File: config.mk
export PLATFORM = sky130hd
export DESIGN_NAME = wb_arbiter_rr
export DESIGN_NICKNAME = d
export VERILOG_FILES = /design/src/rtl/wb_arbiter_rr.sv
export SDC_FILE = /design/constraint.sdc
export NUM_CORES = 1
export LEC_CHECK = 0
export CORE_ASPECT_RATIO = 0.75
export CORE_UTILIZATION = 37
export DETAILED_ROUTE_END_ITERATION = 6
export PLACE_DENSITY = 0.89
export RECOVER_POWER = 100
export SYNTH_ARGS = -nofsm -noshare
export SYNTH_HDL_FRONTEND = slang
export SYNTH_SLANG_ARGS = --single-unit
File: constraint.sdc
create_clock -name clk_i -period 5.6 [get_ports clk_i]
set_input_delay 0.84 -clock clk_i [delete_from_list [all_inputs] [get_ports clk_i]]
set_output_delay 0.84 -clock clk_i [all_outputs]
set_load 0.1 [all_outputs]
File: src/rtl/wb_arbiter_rr.sv
// wb_arbiter_rr
// Round-robin arbiter sharing one pipelined Wishbone slave port between
// NUM bus masters. Ownership is granted for a whole bus cycle (cyc), so one
// master's burst is never interleaved with another's. A per-cycle watchdog
// takes the bus back from a master whose slave never answers.
//
// Ports
//   clk_i, rst_i                  bus clock, synchronous active-high reset
//   m_cyc_i/m_stb_i/m_we_i        per-master cycle, strobe, write-enable
//   m_adr_i, m_dat_i              packed per-master address / write data
//                                 (master k at [k*ABITS +: ABITS] / [k*WIDTH +: WIDTH])
//   m_ack_o/m_wat_o/m_rty_o/m_err_o  per-master responses
//   m_dat_o                       read data, broadcast to every master
//   s_cyc_o/s_stb_o/s_we_o        slave cycle, strobe, write-enable
//   s_adr_o, s_dat_o              slave address / write data
//   s_ack_i/s_wat_i/s_rty_i/s_err_i  slave responses
//   s_dat_i                       slave read data
//   grant_o                       registered one-hot grant, zero when no owner
//   timeout_o                     one-cycle pulse after the watchdog fires
module wb_arbiter_rr #(
    parameter int NUM   = 2,
    parameter int WIDTH = 8,
    parameter int ABITS = 7,
    parameter int LIMIT = 255,
    parameter int DELAY = 3
) (
    input  logic                 clk_i,
    input  logic                 rst_i,
    input  logic [NUM-1:0]       m_cyc_i,
    input  logic [NUM-1:0]       m_stb_i,
    input  logic [NUM-1:0]       m_we_i,
    input  logic [NUM*ABITS-1:0] m_adr_i,
    input  logic [NUM*WIDTH-1:0] m_dat_i,
    output logic [NUM-1:0]       m_ack_o,
    output logic [NUM-1:0]       m_wat_o,
    output logic [NUM-1:0]       m_rty_o,
    output logic [NUM-1:0]       m_err_o,
    output logic [WIDTH-1:0]     m_dat_o,
    output logic                 s_cyc_o,
    output logic                 s_stb_o,
    output logic                 s_we_o,
    output logic [ABITS-1:0]     s_adr_o,
    output logic [WIDTH-1:0]     s_dat_o,
    input  logic                 s_ack_i,
    input  logic                 s_wat_i,
    input  logic                 s_rty_i,
    input  logic                 s_err_i,
    input  logic [WIDTH-1:0]     s_dat_i,
    output logic [NUM-1:0]       grant_o,
    output logic                 timeout_o
);

    localparam int IW = (NUM > 2) ? 2 : 1;
    localparam int WW = (LIMIT > 2) ? $clog2(LIMIT) : 1;
    localparam logic [WW-1:0] WDT_LAST = WW'(LIMIT - 1);

    // DELAY only matters to behavioural models; this RTL carries no delays,
    // so the parameter is just sanity-checked together with NUM.
    if (NUM < 2 || NUM > 4 || DELAY < 0) begin : g_bad_params
        $error("wb_arbiter_rr: NUM must be 2..4 and DELAY non-negative");
    end

    typedef enum logic [1:0] {
        IDLE  = 2'd0,
        BUSY  = 2'd1,
        DRAIN = 2'd2
    } state_t;

    state_t          state_q, state_d;
    logic [IW-1:0]   owner_q, owner_d;
    logic [IW-1:0]   last_q, last_d;
    logic [NUM-1:0]  grant_q, grant_d;
    logic [WW-1:0]   wdt_q, wdt_d;
    logic            timeout_q, timeout_d;

    logic [IW-1:0]   winner;
    logic            own_cyc, own_stb, own_we;
    logic [ABITS-1:0] own_adr;
    logic [WIDTH-1:0] own_dat;
    logic            resp;
    logic            fire;

    assign resp = s_ack_i | s_rty_i | s_err_i;

    // Rotating priority search: scanning offsets from NUM down to 1 means the
    // last hit is the requester closest after last_q, which is the winner.
    always_comb begin
        winner = last_q;
        for (int i = NUM; i >= 1; i--) begin
            for (int k = 0; k < NUM; k++) begin
                if (((int'(last_q) + i) % NUM) == k && m_cyc_i[k]) begin
                    winner = IW'(k);
                end
            end
        end
    end

    // Signals of the current (or most recent) owner; the slave side is only
    // qualified by s_cyc_o, so driving these in IDLE/DRAIN is harmless.
    always_comb begin
        own_cyc = 1'b0;
        own_stb = 1'b0;
        own_we  = 1'b0;
        own_adr = '0;
        own_dat = '0;
        for (int k = 0; k < NUM; k++) begin
            if (owner_q == IW'(k)) begin
                own_cyc = m_cyc_i[k];
                own_stb = m_stb_i[k];
                own_we  = m_we_i[k];
                own_adr = m_adr_i[k*ABITS +: ABITS];
                own_dat = m_dat_i[k*WIDTH +: WIDTH];
            end
        end
    end

    // The owner dropping cyc on the limit cycle is a normal release, so the
    // watchdog only fires while the owner still holds the cycle open.
    assign fire = (LIMIT != 0) && (state_q == BUSY) && own_cyc && !resp
                  && (wdt_q == WDT_LAST);

    // Bus routing: only a BUSY owner reaches the slave; everyone else stalls.
    always_comb begin
        s_cyc_o = 1'b0;
        s_stb_o = 1'b0;
        s_we_o  = own_we;
        s_adr_o = own_adr;
        s_dat_o = own_dat;
        m_ack_o = '0;
        m_rty_o = '0;
        m_err_o = '0;
        m_wat_o = '1;
        m_dat_o = s_dat_i;
        if (state_q == BUSY) begin
            s_cyc_o = own_cyc;
            s_stb_o = own_cyc & own_stb;
            for (int k = 0; k < NUM; k++) begin
                if (owner_q == IW'(k)) begin
                    m_ack_o[k] = s_ack_i;
                    m_rty_o[k] = s_rty_i;
                    m_err_o[k] = s_err_i | fire;
                    m_wat_o[k] = s_wat_i;
                end
            end
        end
    end

    // Next-state logic for ownership, grant and watchdog.
    always_comb begin
        state_d   = state_q;
        owner_d   = owner_q;
        last_d    = last_q;
        grant_d   = grant_q;
        wdt_d     = wdt_q;
        timeout_d = 1'b0;
        case (state_q)
            IDLE: begin
                if (|m_cyc_i) begin
                    state_d = BUSY;
                    owner_d = winner;
                    last_d  = winner;
                    wdt_d   = '0;
                    grant_d = '0;
                    for (int k = 0; k < NUM; k++) begin
                        if (winner == IW'(k)) begin
                            grant_d[k] = 1'b1;
                        end
                    end
                end
            end
            BUSY: begin
                if (!own_cyc) begin
                    state_d = IDLE;
                    grant_d = '0;
                end else if (fire) begin
                    state_d   = DRAIN;
                    grant_d   = '0;
                    timeout_d = 1'b1;
                end else if (resp || LIMIT == 0) begin
                    wdt_d = '0;
                end else begin
                    wdt_d = wdt_q + WW'(1);
                end
            end
            DRAIN: begin
                if (!own_cyc) begin
                    state_d = IDLE;
                end
            end
            default: begin
                state_d = IDLE;
                grant_d = '0;
            end
        endcase
    end

    always_ff @(posedge clk_i) begin
        if (rst_i) begin
            state_q   <= IDLE;
            owner_q   <= '0;
            last_q    <= IW'(NUM - 1);
            grant_q   <= '0;
            wdt_q     <= '0;
            timeout_q <= 1'b0;
        end else begin
            state_q   <= state_d;
            owner_q   <= owner_d;
            last_q    <= last_d;
            grant_q   <= grant_d;
            wdt_q     <= wdt_d;
            timeout_q <= timeout_d;
        end
    end

    assign grant_o   = grant_q;
    assign timeout_o = timeout_q;

endmodule

==> results.ini <==
[setup_path]
r2r_slack_ns = 2.99
crit_slowest_cell = clkbuf_1
critical-path-max-stage-delay_ns = 0.89
r2r-end = wdt_q[4]
cp-start-kind = input port
cp_cell_sequence = dlygate4sd3_1 > or3_1 > or4_4 > o21ba_1 > nor3_2 > clkbuf_1
crit_path_end = m_err_o[0]
crit_path_start = s_rty_i
crit_type = in2out
arrival_ns = 3.68
worstRegToRegCells = 4
path_depth = 6
path_max_fanout = 10
worst-path-buf-inv = 2
cp_data_required_time_ns = 4.76
reg2reg_from = owner_q
end_kind = primary output
crit_family = buffers and inverters

[synth]
yosys-top-cells-area = dfxtp_1, mux2_2, nand3_1, buf_4, nor2_1
synth_edf_count = 0
synth_top_area_cell = dfxtp_1
yosys_warnings = 0
synth_cells = 146
netlist_area_um2 = 1210
muxShareOfSynthArea_pct = 17.4
synth_top_area_share_pct = 24.9
synth-compound-area-share_pct = 13.6
synthFlopType = dfxtp_1
syn_nets = 198
ys_seq_area_share_pct = 24.9
synth-simple-area-share_pct = 33.1
synth-adder-area-share_pct = 2.07
synth-xor-area-share_pct = 0
synth_top_family_by_area = simple AND/OR/NAND/NOR gates
synthArstFlopShare_pct = 0
syn_avg_cell_area_um2 = 8.26
ys_ff_latch = 15
synth_cell_types = 45

[global_route]
grt_max_degree = 27
grt_antenna_before_repair = 0
grt_use_total_pct = 21.5
grt_pass1_wl_um = 5580
overflow = 0
grt_pass1_vias = 1145

[die]
num_rows = 17
core_um2 = 3020
start_util_pct = 39.9
io-pin-count = 87
dieArea_um2 = 3490
die_x_um = 67.9
die_h_um = 51.4

[detailed_routing]
routedWlPerCell_um = 15.0
via_count = 1287
viasPerCell = 5.30
ant_nets = 0
post-route-drc-count = 0
drt-pass1-iter-count = 4
dr.first_iter.drc_count = 27
drt-total-wl_um = 3640

[clocking]
ctsResizeCount = 0
root_buffer = clkbuf_8
cts_setup_buffers = 0
cts_tree = built
clockBufferDepth = 2
cts_made_buffers = 3
path_clk_slew_ns = 0.07
clock-sinks = 15
htreeDepth = 1
postCtsHoldBufs = 0
worstSkewPairLatency_ns = 0.25

[timing]
finalHoldViolCount = 0
skew_ns = 0.00555
fmax_mhz = 221
slew_viol_final = 0
relSlewSlack_pct = 21.5
setup_tns_ns = 0
finalSetupViolCount = 0
fin_crit_sh_pct = 80.7
min_period_ns = 4.52
worst_pin_slew_ns = 1.18
rsz0062_at_grt = false
worst_hold_slack_ns = 0.474
layout_setup_ws_ns = 1.08

[final_layout]
nets = 258
drive_above_1_share_pct = 11.7
n_antenna_cell = 0
area_growth_pct = 55.4

[place]
gp_congestion = 0.878
hpwlAfterDp_um = 2890
dp_slack_ns = 1.49
io_buffers = 70

[power]
vdd_drop_max_mv = 0.148
p_leak_nw = 0.703
p_per_area_nw_per_um2 = 225

[outcome]
outcome = complete, no violations

[flow_run]
max-cap-violations = 0

[worst_hold_path]
min-delay-path-class = reg2reg
min_path_cells = 2

[report_power, final]
group,internal [mW],leakage (nW),switching (mW)
combinational,0.0641,0.560,0.148
sequential,0.110,0.122,0.00798
clock,0.0501,0.0217,0.0418
[cell usage in the layout (no fill, tap or decap), drive strengths merged, types with 2 or more instances in the layout]
cell / n
nand2: 7
ha: 2
nand2b: 6
o211ai: 6
inv: 3
nor2b: 6
dlygate4sd3: 29
clkbuf: 5
and3: 3
nor3: 9
a21oi: 2
nor3b: 3
clkdlybuf4s50: 39
dfxtp: 15
o21ai: 3
mux2i: 3
or3: 2
nor4: 2
mux2: 16
nor2: 13
nand3: 13
[per-layer routing]
| layer | GRT usage, % | wire length (µm) |
|---|---|---|
| met5 | 0 | 0 |
| met3 | 6.03 | 261 |
| met4 | 5.90 | 46 |
| met1 | 30.4 | 1640 |
| met2 | 31.2 | 1690 |
[registers in the layout (all words and copies together) (netlist names)]
name       flops
last_q         1
wdt_q          8
state_q        2
grant_o        2
timeout_o      1
owner_q        1
[tightest hold or removal path, delay by kind of cell, from the launching register on]
| family | cells | cell delay (ns) |
|---|---|---|
| flops | 1 | 0.31 |
| simple gates | 1 | 0.06 |
| compound gates | 1 | 0.06 |
[stage by stage]
stage	util (%)	cells	total power, mW	area (µm²)
global placement	61.4	239	0.337	1850
floorplan	-	146	0.302	1210
CTS	63.0	243	0.432	1900
finish	62.1	243	0.422	1870
global route	62.1	243	0.438	1870
detailed placement	61.4	239	0.340	1850
[cell type report]
type	count	area [µm²]
fill	262	1150
multi-input combinational	113	778
timing repair buffer	70	688
sequential	15	300
tap	38	47.5
clock buffer	3	41.3
inverter	3	11.3
clock inverter	1	7.51
[synthesized netlist by cell type (2+ instances only)]
| library cell | instances |
|---|---|
| nor2_1 | 13 |
| nor2b_1 | 6 |
| dfxtp_1 | 15 |
| and3_1 | 2 |
| o211ai_1 | 6 |
| buf_1 | 2 |
| buf_4 | 8 |
| mux2_2 | 16 |
| nor3b_1 | 3 |
| ha_1 | 2 |
| nand2_1 | 7 |
| nor3_1 | 8 |
| clkbuf_1 | 2 |
| mux2i_1 | 3 |
| inv_1 | 3 |
| o21ai_0 | 2 |
| buf_2 | 2 |
| a21oi_1 | 2 |
| nand3_1 | 13 |
| nand2b_1 | 6 |
[how the worst min path moves through the flow]
stage	startpoint	to	slack, ns
final	grant_o[1]	grant_o[1]	0.47
after CTS	grant_o[1]	grant_o[1]	0.48
after global routing	grant_o[1]	grant_o[1]	0.49
after floorplan	wdt_q[4]	wdt_q[4]	0.46
after global placement	grant_o[1]	grant_o[1]	0.47
after detailed placement	grant_o[0]	grant_o[0]	0.47
[cell families after synthesis]
kind of cell / count (synthesis)
AO/OA/AOI/OAI: 22
adder cells (fa/ha/maj): 2
buffers and inverters: 18
flip-flops: 15
multiplexers: 19
AND/OR/NAND/NOR: 70
Note: power is estimated with default switching activity, not from simulation.
